File: src/rtl/filt_stim_seq.sv
// Stimulus sequencer for the pulse-shaping filter: flush, drive one stream, drain.
// Also tracks the peak filter output magnitude over the run.
module filt_stim_seq #(
    parameter int WIDTH       = 18,
    parameter int LENGTH      = 93,
    parameter int NSAMP       = 1024,
    parameter int CNTW        = 11,
    parameter int MAP_A       = 16384,
    parameter int IMPULSE_AMP = 131071
) (
    input  logic                    sys_clk,
    input  logic                    rst,
    input  logic                    sam_clk_en,
    input  logic                    sym_clk_en,
    input  logic                    start,
    input  logic                    abort,
    input  logic [1:0]              mode,
    input  logic signed [WIDTH-1:0] y_in,
    output logic signed [WIDTH-1:0] x_out,
    output logic                    busy,
    output logic                    done,
    output logic [WIDTH-1:0]        peak_abs
);

    typedef enum logic [2:0] {
        IDLE,
        FLUSH,
        RUN,
        DRAIN,
        DONE
    } state_t;

    localparam logic [CNTW-1:0] LEN_M1 = CNTW'(LENGTH - 1);
    localparam logic [CNTW-1:0] NS_M1  = CNTW'(NSAMP - 1);
    localparam logic signed [WIDTH-1:0] A1  = WIDTH'(MAP_A);
    localparam logic signed [WIDTH-1:0] A3  = WIDTH'(3 * MAP_A);
    localparam logic signed [WIDTH-1:0] IMP = WIDTH'(IMPULSE_AMP);
    localparam logic signed [WIDTH-1:0] MIN = {1'b1, {(WIDTH-1){1'b0}}};
    localparam logic [WIDTH-1:0]        MAX = {1'b0, {(WIDTH-1){1'b1}}};

    state_t                    state, state_nxt;
    logic [CNTW-1:0]           cnt, cnt_nxt, lim;
    logic                      last, active;
    logic [1:0]                mode_q;
    logic [8:0]                lfsr;
    logic signed [WIDTH-1:0]   run_x;
    logic [WIDTH-1:0]          mag;

    assign active = (state == FLUSH) || (state == RUN) || (state == DRAIN);
    assign busy   = active;
    assign done   = (state == DONE);

    // The most negative code has no positive twin, so clamp it.
    assign mag = !y_in[WIDTH-1] ? $unsigned(y_in) :
                 (y_in == MIN)  ? MAX : $unsigned(-y_in);

    always_comb begin
        state_nxt = state;
        cnt_nxt   = cnt;
        lim       = (state == RUN) ? NS_M1 : LEN_M1;
        last      = sam_clk_en && (cnt == lim);
        unique case (state)
            IDLE:    if (start) state_nxt = FLUSH;
            FLUSH:   if (last) state_nxt = RUN;
            RUN:     if (last) state_nxt = DRAIN;
            DRAIN:   if (last) state_nxt = DONE;
            DONE:    state_nxt = IDLE;
            default: state_nxt = IDLE;
        endcase
        if (active && sam_clk_en) begin
            cnt_nxt = last ? '0 : cnt + 1'b1;
        end
        if (state == IDLE) begin
            cnt_nxt = '0;
        end
        if (abort && state != IDLE) begin
            state_nxt = IDLE;
            cnt_nxt   = '0;
        end
    end

    always_comb begin
        run_x = '0;
        unique case (mode_q)
            2'd0: run_x = '0;
            2'd1: if (cnt == '0) run_x = IMP;
            2'd2: begin
                if (sym_clk_en) begin
                    unique case (lfsr[1:0])
                        2'b00: run_x = -A3;
                        2'b01: run_x = -A1;
                        2'b10: run_x = A1;
                        2'b11: run_x = A3;
                    endcase
                end
            end
            2'd3: run_x = A3;
        endcase
    end

    always_ff @(posedge sys_clk) begin
        if (rst) begin
            state    <= IDLE;
            cnt      <= '0;
            mode_q   <= 2'd0;
            lfsr     <= 9'h1FF;
            x_out    <= '0;
            peak_abs <= '0;
        end else begin
            state <= state_nxt;
            cnt   <= cnt_nxt;
            if (state == IDLE && start) begin
                mode_q   <= mode;
                peak_abs <= '0;
                lfsr     <= 9'h1FF;
            end
            if (abort && state != IDLE) begin
                x_out <= '0;
            end else if (sam_clk_en) begin
                x_out <= (state == RUN) ? run_x : '0;
            end
            if (sam_clk_en && (state == RUN || state == DRAIN)
                && mag > peak_abs) begin
                peak_abs <= mag;
            end
            // Advance only after the current symbol has been mapped.
            if (sam_clk_en && sym_clk_en && state == RUN
                && mode_q == 2'd2) begin
                lfsr <= {lfsr[7:0], lfsr[8] ^ lfsr[4]};
            end
        end
    end

endmodule

File: config.mk
export PLATFORM = sky130hd
export DESIGN_NAME = filt_stim_seq
export DESIGN_NICKNAME = d
export VERILOG_FILES = /design/src/rtl/filt_stim_seq.sv
export SDC_FILE = /design/constraint.sdc
export NUM_CORES = 1
export LEC_CHECK = 0
export CORE_MARGIN = 2
export CORE_UTILIZATION = 50
export DETAILED_ROUTE_END_ITERATION = 8
export PLACE_DENSITY = 0.84
export SLEW_MARGIN = 10
export SYNTH_ARGS = -nofsm -noshare
export SYNTH_HDL_FRONTEND = slang
export SYNTH_SLANG_ARGS = --single-unit
File: constraint.sdc
create_clock -name sys_clk -period 11.3 [get_ports sys_clk]
set_clock_uncertainty 0.15 [all_clocks]
set_input_delay 2.26 -clock sys_clk [delete_from_list [all_inputs] [get_ports sys_clk]]
set_output_delay 2.26 -clock sys_clk [all_outputs]
set_load 0.01 [all_outputs]
After elaboration in Yosys (flattened, before gate mapping)
Cells that the tools add are included.
W data, S select, Z words.
{ "word_totals": {"elab_cells": 66, "input_bits": 26, "output_inout_bits": 38, "regBits": 61} }
{ "classes": {"n_reduce_logical": 22, "bitwise": 1, "eq_ne": 16, "mux": 18, "order_cmp": 1, "addsub": 2} }
{ "ops": {"columns": ["op", "count"], "rows": [
  ["$pmux W18 S4", 2],
  ["$mux W18", 6],
  ["$eq A18 B18 Y1 const B", 1],
  ["$gt A18 B18 Y1", 1],
  ["$mux W9", 2],
  ["$neg A18 Y18", 1],
  ["$mux W17", 1],
  ["$mux W3", 4],
  ["$pmux W3 S4", 1],
  ["$add A11 B1 Y11 const B", 1],
  ["$eq A11 B10 Y1", 1],
  ["$logic_not A11 Y1", 1],
  ["$mux W11", 1],
  ["$mux W10", 1],
  ["$logic_and A1 B1 Y1", 9],
  ["$eq A2 B2 Y1 const B", 4],
  ["$ne A2 B2 Y1 const B", 4],
  ["$eq A3 B2 Y1 const B", 2],
  ["$eq A2 B1 Y1 const B", 2],
  ["$logic_not A2 Y1", 2],
  ["$reduce_and A4 Y1", 1],
  ["$reduce_bool A2 Y1", 2],
  ["$eq A3 B1 Y1 const B", 1],
  ["$eq A3 B3 Y1 const B", 1],
  ["6 further kinds", 8]
]} }

Longest topological paths before layout
Gate-level depths: netlist of run 1.
{ "logic_depth": {"depth_word": 6, "depth_mapped": 16, "ltp_nobuf": 14} }

Worst setup path before layout of run 1
OpenSTA, ideal clock, no wires.
{ "synth_timing": {"path_kind": "in2reg", "start": "input y_in[17]", "end": "register peak_abs[15]", "path_buffers": 4, "path_slack_ps": 5668, "t_arrival_ps": 5349, "path_stages": 15, "required_ps": 11018, "setup_ps": 132, "path_cell_list": "clkbuf_1 inv_1 or4_4 or2_1 buf_2 buf_6 nand2_1 ha_1 a21oi_1 a21boi_0 o31ai_1 a31o_2 clkbuf_1 a211o_1 a21oi_1"} }
{ "synth_between": {"elab_chain_len": 6, "word_cells_on_any_way": 8, "classes_between": "1 x add/sub; 1 x order compare; 1 x eq/ne; 3 x mux; 2 x reduce/logical"} }
{ "synth_rtl": {"columns": ["element", "line_no", "source"], "rows": [
  ["from (decl)", "18", "input logic signed [WIDTH-1:0] y_in,"],
  ["$neg A18 Y18 or $eq A18 B18 Y1 (tied branches)", "55", "(y_in == MIN) ? MAX : $unsigned(-y_in);"],
  ["$mux W18", "55", null],
  ["$mux W18 *", "54", "assign mag = !y_in[WIDTH-1] ? $unsigned(y_in) :"],
  ["$gt A18 B18 Y1", "123", "&& mag > peak_abs) begin"],
  ["$logic_and A1 B1 Y1", "123", null],
  ["$mux W18 or $reduce_bool A2 Y1 (tied branches)", null, null],
  ["to (signal assigned)", "124", "peak_abs <= mag;"],
  ["to (decl)", "22", "output logic [WIDTH-1:0] peak_abs"]
]} }
Every way passes the cells marked *; elsewhere a longest branch is shown, timed or not.
A chain may end at the register's enable or synchronous reset.

Final worst setup path of run 1
{ "layout_timing": {"start": "input y_in[0]", "end": "register peak_abs[0]"} }
The elaborated chain is that of the path after synthesis.

==> parameters.txt, run 1 <==
Parameter                              Value

Setup path
  Endpoint arrival time on the critical path    6.80 ns
  Reg2Reg Depth    8
  R2R Path End    peak_abs[0]$_SDFFE_PP0P_
  Worst-path cell chain    clkdlybuf4s50_1 > inv_1 > ha_1 > nor3b_1 > nand2_1 > or4_1 > a21oi_1 > a31oi_1 > ha_1 > nand2_1 > nor4_1 > o31ai_1 > a31oi_1 > o21ai_0 > a21oi_1
  Cell count along the critical path    15
  WP buf/inv    2
  Endpoint kind of the worst setup timing path    register
  Start of the worst register-to-register path    peak_abs[17]$_SDFFE_PP0P_
  Max stage delay on crit path    0.81 ns
  Class of the most critical setup path    in2reg
  Critical Path Slowest Stage Cell    a31oi_1
  Startpoint types    input port
  Largest fanout on the critical path    11
  R2R setup slack    8.25 ns
  Cell type group with the largest total delay on the critical path    compound AO/OA/AOI/OAI gates
  Req. time, crit path    11.37 ns

Clocking
  CTS clock-pin slew for the worst setup and hold paths    0.09 ns
  Total number of H-tree levels    2
  Clock Tree Buf Depth    2
  Clock Sinks    48
  Post-CTS Setup Inserts    0
  Num CTS Buffers    5
  CTS tree    yes
  CTS Hold Bufs    0
  Insertion delay to the later sink of the worst-skew pair    0.31 ns
  Post-CTS resize count    0
  CTS root buf    clkbuf_8

Finish
  Layout-stage area growth over the synthesis result    21.5%
  Footprint of the multi-input gates    1910 um2
  Leading cell type in the layout, fill and taps excluded    clkdlybuf4s50_1
  Number of diodes    0
  Final Instance Area    3840 um2
  Final core utilization    63.7%
  Sequential cell area    961 um2
  Proportion of layout cells with a drive suffix above 1    4.70%
  Number of inserted filler cells in the final layout    517
  Commonest cells after routing, fill and taps aside    clkdlybuf4s50_1 (63), dfxtp_1 (48), nor2_1 (41)
  Number of non-filler instances in the completed layout    522
  Number of nets in the final layout    493

Floorplan
  DIE HEIGHT    83.5 um
  Total die area    6980 um2
  Initial core utilization    52.5%
  Ports    64
  Placeable core region    6030 um2
  Die extent in x    83.5 um
  Standard-cell row count    28

Timing
  Sum Neg Setup Slack    0 ns
  Worst slew margin relative to its limit    26.8%
  Final Hold Viols    0
  Final-report max-slew violation count    0
  Final Cycle Share    59.5%
  Final WS setup    4.58 ns
  Maximum clock frequency    149 MHz
  Crit path time final    6.72 ns
  Actual slew at the worst max-slew pin    1.09 ns
  Setup repair after global routing missed its margin    false
  # setup viols final    0

Flow run
  Count of max-cap constraint violations    0

Synth
  Most area-hungry cell type in the Yosys netlist    dfxtp_1
  Number of synthesized flops with an enable pin    0
  Library cells used by synthesis    55
  Part of the Yosys area used for sequential elements    30.4%
  Commonest register cell after synthesis    dfxtp_1
  Largest cells by area after synthesis    dfxtp_1 (30%), ha_1 (8.3%), a21oi_1 (5.7%), nor2_1 (4.9%), nand2_1 (4.6%)
  Share of async-settable or async-resettable flops after synthesis    0%
  Post-Syn Area per Cell    7.81 um2
  Flops & latches, synth    48
  Total of warnings raised by yosys    0
  Post-synthesis instance total    405
  Number of nets in the synthesized netlist    452
  Portion of synthesized cell area occupied by the leading cell type    30.4%
  Syn Std Cell Area    3160 um2

Placement
  Placed Cells    514
  Post-DP Area    3700 um2
  Placement Setup Slack    4.30 ns
  Routability Congestion    0.914
  Final HPWL from detailed placement    5850 um
  # port buffers    63

Drt
  Pre-Repair DR Iteration Count    4
  Via-per-instance ratio    5.71
  Detailed-route via count    2,980
  DRC Markers    0
  Antenna Nets Post-Route    0
  Avg WL per Cell    14.7 um
  Total wire length    7660 um
  Drt first-iter violations    196

GRT
  Residual overflow from global routing    0
  Number of global-route vias before repair    2,875
  GRT Overall Usage    22.3%
  Number of antenna violations at the first check in global routing    0
  Wire length of the first global-routing pass    13,000 um
  Maximum number of pins on one net before global-route repair    31

Min path
  Worst hold start    x_out[17]$_SDFFE_PP0P_
  Hold Crit Class    reg2reg
  Hold Path Cell Cnt    2
  Hold Crit Endpoint    x_out[17]$_SDFFE_PP0P_

Power
  Switching power of the nets    0.0000956 W
  Cell area power density    98.7 nW/um2
  Maximum resistive drop on vdd    0.0727 mV
  Switching fraction of total power    25.2%
  Design internal power    0.000284 W
  Combinational cell fraction of total power    14.9%
  Seq pwr share    45.2%
  Static Leak    1.32 nW
  Clock share of power    40.0%

Outcome
  Status    completed
-- final cells by class --
class / instances / share of cell area [%]
sequential: 48 / 25.0
inverter: 29 / 2.83
timing repair buffer: 63 / 16.4
multi-input combinational: 299 / 49.7
clock buffer: 5 / 1.79
clock inverter: 3 / 1.79
tap: 75 / 2.44
-- worst register-to-register path: stages (launching register included) --
cell and delay (ns):
dfxtp_1 0.37, inv_1 0.06, ha_1 0.31, nand4_1 0.15
nor4_1 0.47, o31ai_1 0.27, a31oi_1 0.81, o21ai_0 0.20
a21oi_1 0.17
-- metrics by stage --
stage                     total power [W]  hold slack (ns)
after global placement           0.000229            0.308
final                            0.000379            0.329
after floorplan                  0.000210            0.319
after detailed placement         0.000231            0.316
after CTS                        0.000381            0.334
after global routing             0.000396            0.354
-- kinds of logic (layout without fill, tap and decap cells) --
| family | Yosys count | after routing | synth area share, % |
|---|---|---|---|
| simple gates | 168 | 168 | 26.6 |
| compound gates | 86 | 86 | 18.6 |
| buf+inv | 58 | 100 | 9.22 |
| flops | 48 | 48 | 30.4 |
| xor+xnor | 22 | 22 | 6.09 |
| fa+ha+maj | 21 | 21 | 8.31 |
| mux | 2 | 2 | 0.791 |
-- cell usage after synthesis (11+ instances only) --
library cell	instances
clkbuf_1	11
nand4_1	11
dfxtp_1	48
nor3_1	16
ha_1	21
xnor2_1	13
buf_4	13
a21oi_1	36
nand2_1	39
nor2_1	41
nand3_1	26
inv_1	29
-- state kept, by name (all words and copies together), names as in the netlist --
name,flops
state,3
lfsr,9
cnt,11
peak_abs,18
x_out,5
mode_q,2
-- per-layer routing --
| metal | GRT usage (%) | up-vias | wire, um |
|---|---|---|---|
| li1 | - | 1502 | - |
| met1 | 28.1 | 1392 | 3440 |
| met2 | 38.7 | 80 | 3820 |
| met3 | 5.14 | 6 | 347 |
| met4 | 5.28 | 0 | 61 |
| met5 | 0 | - | 0 |
-- power groups by stage --
stage	clock, W	combinational [W]	sequential [W]
after CTS	0.000154	0.0000560	0.000171
after floorplan	0	0.0000354	0.000175
after global routing	0.000162	0.0000628	0.000171
after detailed placement	0	0.0000558	0.000175
final	0.000152	0.0000564	0.000171
after global placement	0	0.0000543	0.000175
-- worst max-delay path by stage --
stage              from  slack, ns                         to
3_3_place_gp    y_in[0]       4.55   peak_abs[0]$_SDFFE_PP0P_
2_1_floorplan  y_in[17]       5.67  peak_abs[15]$_SDFFE_PP0P_
5_1_grt         y_in[0]       4.18   peak_abs[0]$_SDFFE_PP0P_
6_report        y_in[0]       4.58   peak_abs[0]$_SDFFE_PP0P_
4_1_cts         y_in[0]       4.66   peak_abs[0]$_SDFFE_PP0P_
3_5_place_dp    y_in[0]       4.30   peak_abs[0]$_SDFFE_PP0P_
(Power assumes the default switching activity.)
==> run 2: changes to the inputs <==
==> constraint.sdc (replaced) <==
create_clock -name sys_clk -period 6.92 [get_ports sys_clk]
set_clock_uncertainty 0.15 [all_clocks]
set_input_delay 1.384 -clock sys_clk [delete_from_list [all_inputs] [get_ports sys_clk]]
set_output_delay 1.384 -clock sys_clk [all_outputs]
set_load 0.01 [all_outputs]
==> run 2 against run 1 <==
Effect of this change:
- setup slack worse by 3.5 ns
- global-route usage is 0.64 points higher
- first-iteration DRC count down 22%
- final cell count did not move
- via count shrank 0.20%
- non-clock buffer count is the same
- die area unchanged
- critical path depth did not move
- critical path type unchanged
- register-to-register slack worse by 4.3 ns
- combinational power rose by 63%
- sequential power up 64%
- critical endpoint unchanged
==> parameters.txt, run 2 (synthesis gave the netlist of run 1 again) <==
Parameter                              Value

Clocking
  Clock Tree Buf Depth    2 (unchanged)
  Clock Sinks    48 (unchanged)
  CTS tree    yes
  CTS root buf    clkbuf_8
  Num CTS Buffers    5 (unchanged)
  CTS clock-pin slew for the worst setup and hold paths    0.09 ns (about the same)
  Insertion delay to the later sink of the worst-skew pair    0.31 ns (about the same)
  CTS Hold Bufs    0 (unchanged)
  Post-CTS resize count    0 (unchanged)
  Total number of H-tree levels    2 (unchanged)
  Post-CTS Setup Inserts    0 (unchanged)

Setup path
  Endpoint kind of the worst setup timing path    register
  Start of the worst register-to-register path    peak_abs[17]$_SDFFE_PP0P_
  Class of the most critical setup path    in2reg
  R2R Path End    peak_abs[0]$_SDFFE_PP0P_
  Largest fanout on the critical path    11 (unchanged)
  R2R setup slack    3.93 ns (-4.32 ns)
  Req. time, crit path    6.99 ns (-4.38 ns)
  Startpoint types    input port
  Endpoint arrival time on the critical path    5.87 ns (-0.93 ns)
  Reg2Reg Depth    8 (unchanged)

Drt
  Avg WL per Cell    14.5 um (-0.97%)
  Pre-Repair DR Iteration Count    4 (unchanged)
  Drt first-iter violations    153 (-22%)
  Via-per-instance ratio    5.70 (-0.20%)
  Detailed-route via count    2,974 (-0.20%)
  Total wire length    7590 um (-0.97%)
  DRC Markers    0 (unchanged)
  Antenna Nets Post-Route    0 (unchanged)

Power
  Cell area power density    161 nW/um2 (+63%)
  Power Total    0.000618 W (+63%)
  Static Leak    1.32 nW (unchanged)
  Maximum resistive drop on vdd    0.118 mV (+62%)

Timing
  Final Hold Viols    0 (unchanged)
  Maximum clock frequency    172 MHz
  # setup viols final    0 (unchanged)
  Actual slew at the worst max-slew pin    1.03 ns (-0.0606 ns)
  Sum Neg Setup Slack    0 ns (unchanged)
  Worst slew margin relative to its limit    30.9% (+4.1 points)
  Min Hold Slack    0.332 ns (+0.00240 ns)
  Final-report max-slew violation count    0 (unchanged)
  Crit path time final    5.80 ns
  Setup repair after global routing missed its margin    false
  Final Cycle Share    83.8%

GRT
  Number of global-route vias before repair    2,946 (+2.5%)
  Maximum number of pins on one net before global-route repair    31 (unchanged)
  Residual overflow from global routing    0 (unchanged)
  GRT Overall Usage    22.9% (+0.64 points)
  Number of antenna violations at the first check in global routing    0 (unchanged)
  Wire length of the first global-routing pass    13,400 um (+2.8%)

Finish
  Flip-flop count of the largest register after layout    18 (unchanged)
  Number of inserted filler cells in the final layout    544 (+5.2%)
  Number of diodes    0 (unchanged)
  Leading registers by flop count    peak_abs: 18 flops, cnt: 11 flops, lfsr: 9 flops
  Layout-stage area growth over the synthesis result    21.5% (unchanged)
  Leading cell type in the layout, fill and taps excluded    clkdlybuf4s50_1
  Register containing the most flip-flops in the final layout    peak_abs
  Number of nets in the final layout    493 (unchanged)
  Commonest cells after routing, fill and taps aside    clkdlybuf4s50_1 (63), dfxtp_1 (48), nor2_1 (41)
  Final Instance Area    3840 um2 (unchanged)
  Proportion of layout cells with a drive suffix above 1    4.70% (unchanged)

Floorplan
  Die extent in x    83.5 um (unchanged)
  Placeable core region    6030 um2 (unchanged)
  Total die area    6980 um2 (unchanged)
  Ports    64 (unchanged)
  Standard-cell row count    28 (unchanged)
  Initial core utilization    52.5% (unchanged)
  DIE HEIGHT    83.5 um (unchanged)

Placement
  Routability Congestion    0.914 (about the same)
  Final HPWL from detailed placement    5770 um (-1.3%)
  Post-DP Area    3700 um2 (unchanged)
  # port buffers    63 (unchanged)

Min path
  Hold Path Cell Cnt    2 (unchanged)
  Worst hold start    x_out[17]$_SDFFE_PP0P_
  Hold Crit Class    reg2reg
  Hold Crit Endpoint    x_out[17]$_SDFFE_PP0P_

Flow run
  Count of max-cap constraint violations    0 (unchanged)

Outcome
  Status    completed
run 2: cell counts in the layout (fill, tap and decap cells not counted):
Identical to the previous run, type by type.
run 2: metal layers:
metal | GRT usage (%) | vias to the layer above | part of all wire (%)
met4 | 8.80 | 0 | 1.8
met3 | 4.35 | 15 | 5.0
li1 | - | 1491 | -
met2 | 39.5 | 84 | 49
met5 | 0 | - | 0
met1 | 28.3 | 1384 | 44
run 2: worst max path at each step:
stage | startpoint | to | depth (start not counted) | slack, ns
3_3_place_gp | y_in[0] | peak_abs[0]$_SDFFE_PP0P_ | 15 | 1.05
2_1_floorplan | y_in[17] | peak_abs[15]$_SDFFE_PP0P_ | 15 | 2.16
6_report | y_in[0] | peak_abs[0]$_SDFFE_PP0P_ | 15 | 1.12
4_1_cts | y_in[0] | peak_abs[0]$_SDFFE_PP0P_ | 15 | 1.22
3_5_place_dp | y_in[0] | peak_abs[0]$_SDFFE_PP0P_ | 15 | 0.88
5_1_grt | y_in[0] | peak_abs[0]$_SDFFE_PP0P_ | 15 | 0.62
run 2: where the power goes:
group	leakage [nW]	switching, W	internal (W)
clock	0.0687	0.000101	0.000145
combinational	0.867	0.0000517	0.0000403
sequential	0.387	0.00000224	0.000277
run 2: per-stage QoR:
stage | util (%) | worst slack [ns] | cells
floorplan | - | 2.16 | 405
finish | 63.7 | 1.12 | 522
CTS | 63.7 | 1.22 | 522
detailed placement | 61.5 | 0.884 | 514
global placement | 61.5 | 1.05 | 514
global route | 63.7 | 0.616 | 522
run 2: area by class of cell:
class                           instances  area, um2  area share, %
Clock buffer                            5       68.8           1.79
Multi-Input combinational cell        299       1910           49.7
Sequential cell                        48        961           25.0
Tap cell                               75       93.8           2.44
Clock inverter                          3       68.8           1.79
Inverter                               29        109           2.83
Timing Repair Buffer                   63        631           16.4
run 2: worst max-delay path: stages:
cell and delay (ns):
clkdlybuf4s50_1 0.49, inv_1 0.12, ha_1 0.24, nor3b_1 0.33, nand2_1 0.27, or4_1 0.53
a21oi_1 0.19, a31oi_1 0.08, ha_1 0.34, nand2_1 0.05, nor4_1 0.41, o31ai_1 0.25
a31oi_1 0.77, o21ai_0 0.21, a21oi_1 0.18
